$ cat src/rtl/data_store_buffer.sv
// Posted-write buffer between the pipeline data port and the AXI bridge data port.
// Stores are acked one cycle after acceptance and drained in order; loads are
// forwarded only once every buffered and in-flight store has completed.
module data_store_buffer #(
  parameter int unsigned DEPTH   = 4,
  parameter int unsigned OUT_MAX = 3
) (
  input  logic        clk,
  input  logic        reset,
  // pipeline side
  input  logic        data_req,
  input  logic        data_wr,
  input  logic [1:0]  data_size,
  input  logic [31:0] data_addr,
  input  logic [3:0]  data_wstrb,
  input  logic [31:0] data_wdata,
  output logic        data_addr_ok,
  output logic        data_data_ok,
  output logic [31:0] data_rdata,
  // bridge side
  output logic        m_req,
  output logic        m_wr,
  output logic [1:0]  m_size,
  output logic [31:0] m_addr,
  output logic [3:0]  m_wstrb,
  output logic [31:0] m_wdata,
  input  logic        m_addr_ok,
  input  logic        m_data_ok,
  input  logic [31:0] m_rdata
);

  localparam int unsigned PtrW = $clog2(DEPTH);
  localparam int unsigned CntW = PtrW + 1;
  localparam int unsigned OutW = $clog2(OUT_MAX + 1);

  logic [1:0]      r_fifo_size  [DEPTH];
  logic [31:0]     r_fifo_addr  [DEPTH];
  logic [3:0]      r_fifo_wstrb [DEPTH];
  logic [31:0]     r_fifo_wdata [DEPTH];
  logic [PtrW-1:0] r_wr_ptr;
  logic [PtrW-1:0] r_rd_ptr;
  logic [CntW-1:0] r_cnt;
  logic [OutW-1:0] r_wr_out;
  logic            r_rd_busy;
  logic            r_ack_pend;

  logic w_store_acc;
  logic w_drain;
  logic w_pop;
  logic w_load_fwd;
  logic w_load_acc;
  logic w_rd_done;
  logic w_wr_done;

  // Handshake decisions; all decisions use registered occupancy, so a full
  // buffer that pops this cycle still refuses a store this cycle.
  always_comb begin
    w_store_acc = ~reset & data_req & data_wr & (r_cnt < CntW'(DEPTH)) & ~r_rd_busy;
    w_drain     = ~reset & (r_cnt != '0) & ~r_rd_busy & (r_wr_out < OutW'(OUT_MAX));
    w_load_fwd  = ~reset & data_req & ~data_wr & (r_cnt == '0) & (r_wr_out == '0) &
                  ~r_rd_busy & ~r_ack_pend;
    w_pop       = w_drain & m_addr_ok;
    w_load_acc  = w_load_fwd & m_addr_ok;
    w_rd_done   = ~reset & r_rd_busy & m_data_ok;
    // A response with nothing outstanding is ignored.
    w_wr_done   = ~reset & m_data_ok & (r_wr_out != '0);
  end

  // Bridge request mux (drain has priority) and pipeline responses
  always_comb begin
    m_req        = w_drain | w_load_fwd;
    m_wr         = w_drain;
    m_size       = 2'b00;
    m_addr       = 32'h0;
    m_wstrb      = 4'h0;
    m_wdata      = 32'h0;
    if (w_drain) begin
      m_size  = r_fifo_size[r_rd_ptr];
      m_addr  = r_fifo_addr[r_rd_ptr];
      m_wstrb = r_fifo_wstrb[r_rd_ptr];
      m_wdata = r_fifo_wdata[r_rd_ptr];
    end else if (w_load_fwd) begin
      m_size = data_size;
      m_addr = data_addr;
    end
    data_addr_ok = w_store_acc | w_load_acc;
    data_data_ok = (~reset & r_ack_pend) | w_rd_done;
    data_rdata   = w_rd_done ? m_rdata : 32'h0;
  end

  // Store entry payload; no reset needed, validity is tracked by r_cnt
  always_ff @(posedge clk) begin
    if (w_store_acc) begin
      r_fifo_size[r_wr_ptr]  <= data_size;
      r_fifo_addr[r_wr_ptr]  <= data_addr;
      r_fifo_wstrb[r_wr_ptr] <= data_wstrb;
      r_fifo_wdata[r_wr_ptr] <= data_wdata;
    end
  end

  // Pointers, occupancy, outstanding-transaction and ack bookkeeping
  always_ff @(posedge clk) begin
    if (reset) begin
      r_wr_ptr   <= '0;
      r_rd_ptr   <= '0;
      r_cnt      <= '0;
      r_wr_out   <= '0;
      r_rd_busy  <= 1'b0;
      r_ack_pend <= 1'b0;
    end else begin
      if (w_store_acc) r_wr_ptr <= r_wr_ptr + PtrW'(1);
      if (w_pop)       r_rd_ptr <= r_rd_ptr + PtrW'(1);
      case ({w_store_acc, w_pop})
        2'b10:   r_cnt <= r_cnt + CntW'(1);
        2'b01:   r_cnt <= r_cnt - CntW'(1);
        default: ;
      endcase
      case ({w_pop, w_wr_done})
        2'b10:   r_wr_out <= r_wr_out + OutW'(1);
        2'b01:   r_wr_out <= r_wr_out - OutW'(1);
        default: ;
      endcase
      r_ack_pend <= w_store_acc;
      if (w_load_acc) begin
        r_rd_busy <= 1'b1;
      end else if (w_rd_done) begin
        r_rd_busy <= 1'b0;
      end
    end
  end

endmodule

$ cat config.mk
export PLATFORM = sky130hd
export DESIGN_NAME = data_store_buffer
export DESIGN_NICKNAME = d
export VERILOG_FILES = /design/src/rtl/data_store_buffer.sv
export SDC_FILE = /design/constraint.sdc
export NUM_CORES = 1
export LEC_CHECK = 0
export CORE_AREA = 2 2 201 203
export CTS_CLUSTER_DIAMETER = 150
export DETAILED_ROUTE_END_ITERATION = 10
export DIE_AREA = 0 0 203 205
export SYNTH_ARGS = -nofsm -noshare
export SYNTH_HDL_FRONTEND = slang
export SYNTH_SLANG_ARGS = --single-unit
$ cat constraint.sdc
create_clock -name clk -period 7.2 [get_ports clk]
set_input_delay 0.72 -clock clk [delete_from_list [all_inputs] [get_ports clk]]
set_output_delay 0.72 -clock clk [all_outputs]
set_load 0.02 [all_outputs]
-- Yosys cells after proc, flatten, opt, wreduce, memory -nomap -nowiden
Memory sizes are Yosys's and may differ from the RTL's. A register that Yosys moved wholly into a read port is not among the register bits.
Cells that the tools add are included.
- add/sub/neg operators: 6
- bitwise gates (word level): 26
- magnitude comparators: 2
- mux-type cells: 21
- equal/unequal tests: 4
- reductions and logical operators: 7
- operator list (operator ; number):
    $mux W32 ; 4
    $mux W2 ; 10
    $and A1 B1 Y1 ; 19
    $reduce_bool A2 Y1 ; 4
    $add A2 B1 Y2 const B ; 3
    $pmux W3 S2 ; 1
    $eq A2 B1 Y1 const B ; 2
    $eq A2 B2 Y1 const B ; 2
    $mux W1 ; 4
    $mux W4 ; 1
    $not A1 Y1 ; 4
    $pmux W2 S2 ; 1
    $add A3 B1 Y3 const B ; 1
    $logic_not A3 Y1 ; 1
    $lt A3 B3 Y1 const B ; 1
    $or A1 B1 Y1 ; 3
    $reduce_bool A3 Y1 ; 1
    $sub A3 B1 Y3 const B ; 1
    $logic_not A2 Y1 ; 1
    $lt A2 B2 Y1 const B ; 1
    $sub A2 B1 Y2 const B ; 1
- output and inout bits: 106
- memories kept: 4
- bits in registers: 11
- RAM bits: 280
- memory list (memory ; words ; width ; read ports ; clocked after memory_dff ; write ports ; line ; text):
    r_fifo_addr ; 4 ; 32 ; 1 ; 1 ; 1 ; 37 ; logic [31:0] r_fifo_addr [DEPTH];
    r_fifo_wdata ; 4 ; 32 ; 1 ; 1 ; 1 ; 39 ; logic [31:0] r_fifo_wdata [DEPTH];
    r_fifo_wstrb ; 4 ; 4 ; 1 ; 1 ; 1 ; 38 ; logic [3:0] r_fifo_wstrb [DEPTH];
    r_fifo_size ; 4 ; 2 ; 1 ; 1 ; 1 ; 36 ; logic [1:0] r_fifo_size [DEPTH];

-- Longest topological paths before layout
- word-level depth: 9
- depth in mapped cells: 10
- gate-level depth less buffers: 9

-- Worst setup path before layout
OpenSTA, ideal clock, no wires.
- path type: in2reg
- start point: input port reset
- end point: memory r_fifo_addr[0][0] (enable)
- slack: 3716 ps
- cell stages on the path: 3
- data arrival time: 3048 ps
- required time: 6764 ps
- path through: clkbuf_1 -> nor3b_1 -> and3_1
- cells in the longest elaborated chain, start to end: 7
- RTL lines (what ; line ; text):
    start: declaration ; 9 ; input logic reset,
    $not A1 Y1 ; 58 ; w_store_acc = ~reset & data_req & data_wr & (r_cnt < CntW'(DEPTH)) & ~r_rd_busy;
    $and A1 B1 Y1 (4 in a row) ; 58 ;
    $mux W1 ; 93 ; if (w_store_acc) begin
    $mux W1 (not written as such) ; 95 ; r_fifo_addr[r_wr_ptr] <= data_addr;
    end: declaration ; 37 ;
No other way between the ends.

-- Worst setup path after layout
- start point: input port reset
- end point: output port m_addr[1]
- cells in the longest elaborated chain, start to end: 9
- elaborated cells between the ends (all ways): 12
- those cells by class: mux (2); bitwise (10)
- RTL lines (what ; line ; text):
    $not A1 Y1 (*) ; 59, 60 ;
    $and A1 B1 Y1 (5 in a row) ; 60 ; w_load_fwd = ~reset & data_req & ~data_wr & (r_cnt == '0) & (r_wr_out == '0) &
    $and A1 B1 Y1 ; 61 ; ~r_rd_busy & ~r_ack_pend;
    $mux W32 ; 82 ; end else if (w_load_fwd) begin
    $mux W32 (*) ; 77 ; if (w_drain) begin
    end: declaration ; 24 ; output logic [31:0] m_addr,
Mark *: on every way between the ends. The rest lies on a longest branch, timed or not.

==> flow_summary.toml <==
[die]
rows = 73
core_sq_mm = 0.03937
pin_count = 214
start_util_pct = 29.58
die-area_sq_mm = 0.04162
dieWidth_um = 203
dieHeight_um = 205

[power_and_ir_drop]
power.density_cell_area_mw_per_mm2 = 249.9
irDropWorstVdd_mv = 0.1824
leakagePower_nw = 4.944

[synth]
yosysTopAreaCell = "edfxtp_1"
synth_edf_count = 280
synthesis.nets = 683
yosysMostFrequentCell = "edfxtp_1"
synth_area_sq_mm = 0.01164
ys_seq_area_share_pct = 74.44
synth_seq_cells = 293
syn_inst = 568
synthFlopType = "edfxtp_1"
ys_warn_count = 0
avgSynthCellArea_sq_um = 20.50
async_reset_ff_share_pct = 0
synth.distinct_cells = 34
synth.area.top_cells = "edfxtp_1 (72%), mux4_2 (14%), a32o_1 (2.9%)"
netlist_top_cells_count = "edfxtp_1 (280), mux4_2 (70), and3_1 (40)"
yosysTopAreaCellShare_pct = 72.20

[layout]
syn2layout_area_growth_pct = 32.63
num_antenna_cells = 0
nets = 902
fin_area_sq_mm = 0.01544
layout-drive-gt1-share_pct = 17.53

[detailed_routing]
ant_nets = 0
num_vias = 6284
avgViaCountPerCell = 4.707
drtIter0Drc = 390
drtPass1Iterations = 4
wl_um = 26210
routedWlPerCell_um = 19.64
drc = 0

[setup_path]
rrSetupSlack_ps = 4450
cp.required_ps = 6480
cp-startpoint = "reset"
worst-setup-path-type = "input port to output pin"
cp_max_fo = 39
r2r-end = "r_cnt[2]"
ff2ff_path_depth = 10
start_kind = "input port"
cp.arrival_ps = 3710
critPathCaptureType = "output pin"
timing.rr.start = "r_wr_out[0]"
endpoint = "m_addr[1]"

[sta]
tns_ps = 0
tightest_slew_ps = 803.2
setup_viol = 0
timing.hold.ws_ps = 448.2
maxSlewHeadroom_pct = 46.45
maxSlewViolCount = 0
fmax_ghz = 0.2259
rsz0062_at_grt = "no"
period_share_pct = 61.49
fin_crit_ps = 4427
skew_ps = 16.85
hold_violations = 0

[place]
routabilityCongestion = 0.7030
io_buffers = 213
post_dp_cell_area_sq_mm = 0.01439
hpwl_um = 15730

[cts]
clkTransAtPathRegs_ps = 60
cts.path.max_buffers = 3
cts_sinks = 293
cts_buffers = 31
tritoncts = "yes"
cts_setup_buffers = 0
cts_root_buf = "clkbuf_16"
hold_buffers = 0
cts_resized = 0
clk_latency_ps = 570
cts_max_level = 1

[global_route]
grt_max_degree = 43
grt_pass1_wl_um = 40250
grt.overflow.total = 0
grtUsageTotal_pct = 12.53
antenna_found_initial = 1
grt_pass1_vias = 6645

[job]
maxCapViolCount = 0

[min_path]
hp-class = "register to register"

[outcome]
status = "completed"
## metal layers
| layer | up-vias | share of wire (%) | wire [um] | global-route usage (%) |
|---|---|---|---|---|
| met2 | 209 | 50 | 13000 | 21.44 |
| met3 | 25 | 6.4 | 1689 | 2.307 |
| li1 | 2811 | - | - | - |
| met1 | 3239 | 42 | 11060 | 16.18 |
| met4 | 0 | 1.8 | 464 | 3.884 |
| met5 | - | 0 | 0 | 0 |
## registers in the layout (all words and copies together) (netlist names), named ones only
| register | flops |
|---|---|
| r_rd_busy | 1 |
| r_fifo_wstrb | 16 |
| r_ack_pend | 1 |
| r_fifo_addr | 128 |
| r_rd_ptr | 2 |
| r_wr_out | 2 |
| r_cnt | 3 |
| r_fifo_wdata | 128 |
| r_fifo_size | 8 |
| r_wr_ptr | 2 |
## cells in the final DEF, fill, tap and decap left out, drive strengths merged, types with 3 or more instances in the layout
| master | n |
|---|---|
| edfxtp | 280 |
| clkdlybuf4s50 | 213 |
| mux4 | 70 |
| clkbuf | 44 |
| and3 | 41 |
| a32o | 34 |
| and2 | 33 |
| dfxtp | 13 |
| buf | 11 |
| inv | 9 |
| nor2 | 6 |
| ha | 6 |
| clkinv | 6 |
| a21oi | 5 |
| o21ai | 4 |
| bufinv | 4 |
| or3 | 3 |
| nand3 | 3 |
| nor3b | 3 |
| xor2 | 3 |
| mux2i | 3 |
## where the power goes
group          switching (mW)  leakage (nW)  total (mW)  internal, mW
Combinational           0.161          1.79       0.328         0.167
Sequential            0.00778          2.64        1.89          1.89
Clock                   0.637         0.517        1.64         0.999
Total                   0.806          4.94        3.86          3.05
## through the flow
| stage | worst slack [ps] | util (%) | total power [mW] | std cells |
|---|---|---|---|---|
| final | 2773 | 39.23 | 3.859 | 1335 |
| after global routing | 2554 | 39.23 | 4.014 | 1335 |
| after CTS | 2686 | 39.23 | 3.919 | 1335 |
| after detailed placement | 2691 | 36.55 | 2.266 | 1279 |
| after global placement | 2742 | 36.55 | 2.262 | 1279 |
| after floorplan | 3716 | - | 2.096 | 568 |
## worst max-delay path, cell delays in order
cell and delay (ps):
clkdlybuf4s50_1 670, a211oi_4 300, buf_4 410, and2_2 730, a32o_1 230, clkdlybuf4s50_1 600
## layout make-up
cell class                      count  area [sq um]
Inverter                            8         30.03
Clock inverter                     12         162.7
Sequential cell                   293          8676
Tap cell                          525         656.9
Fill cell                        3573         23920
Timing Repair Buffer              224          2215
Clock buffer                       44         894.6
Multi-Input combinational cell    229          2810
## kinds of logic (layout without fill, tap and decap cells)
logic type	Yosys count	count (layout)	synth area share [%]
AO/OA/AOI/OAI	48	48	3.653
XOR/XNOR	4	4	0.3009
adder cells (fa/ha/maj)	7	7	0.8166
buffers and inverters	46	288	1.762
flip-flops	293	293	74.44
multiplexers	73	73	13.80
AND/OR/NAND/NOR	97	97	5.233
## worst min path at each step
stage / startpoint / endpoint / slack, ps / cells past startpoint
after global routing: r_rd_ptr[1] / register / 470 / 1
after floorplan: r_rd_ptr[1] / register / 430 / 1
after global placement: r_rd_ptr[1] / register / 430 / 1
after detailed placement: r_rd_ptr[1] / register / 440 / 1
final: r_rd_ptr[1] / register / 450 / 1
after CTS: r_rd_ptr[1] / register / 450 / 1
Power figures use the tool's default switching activity.
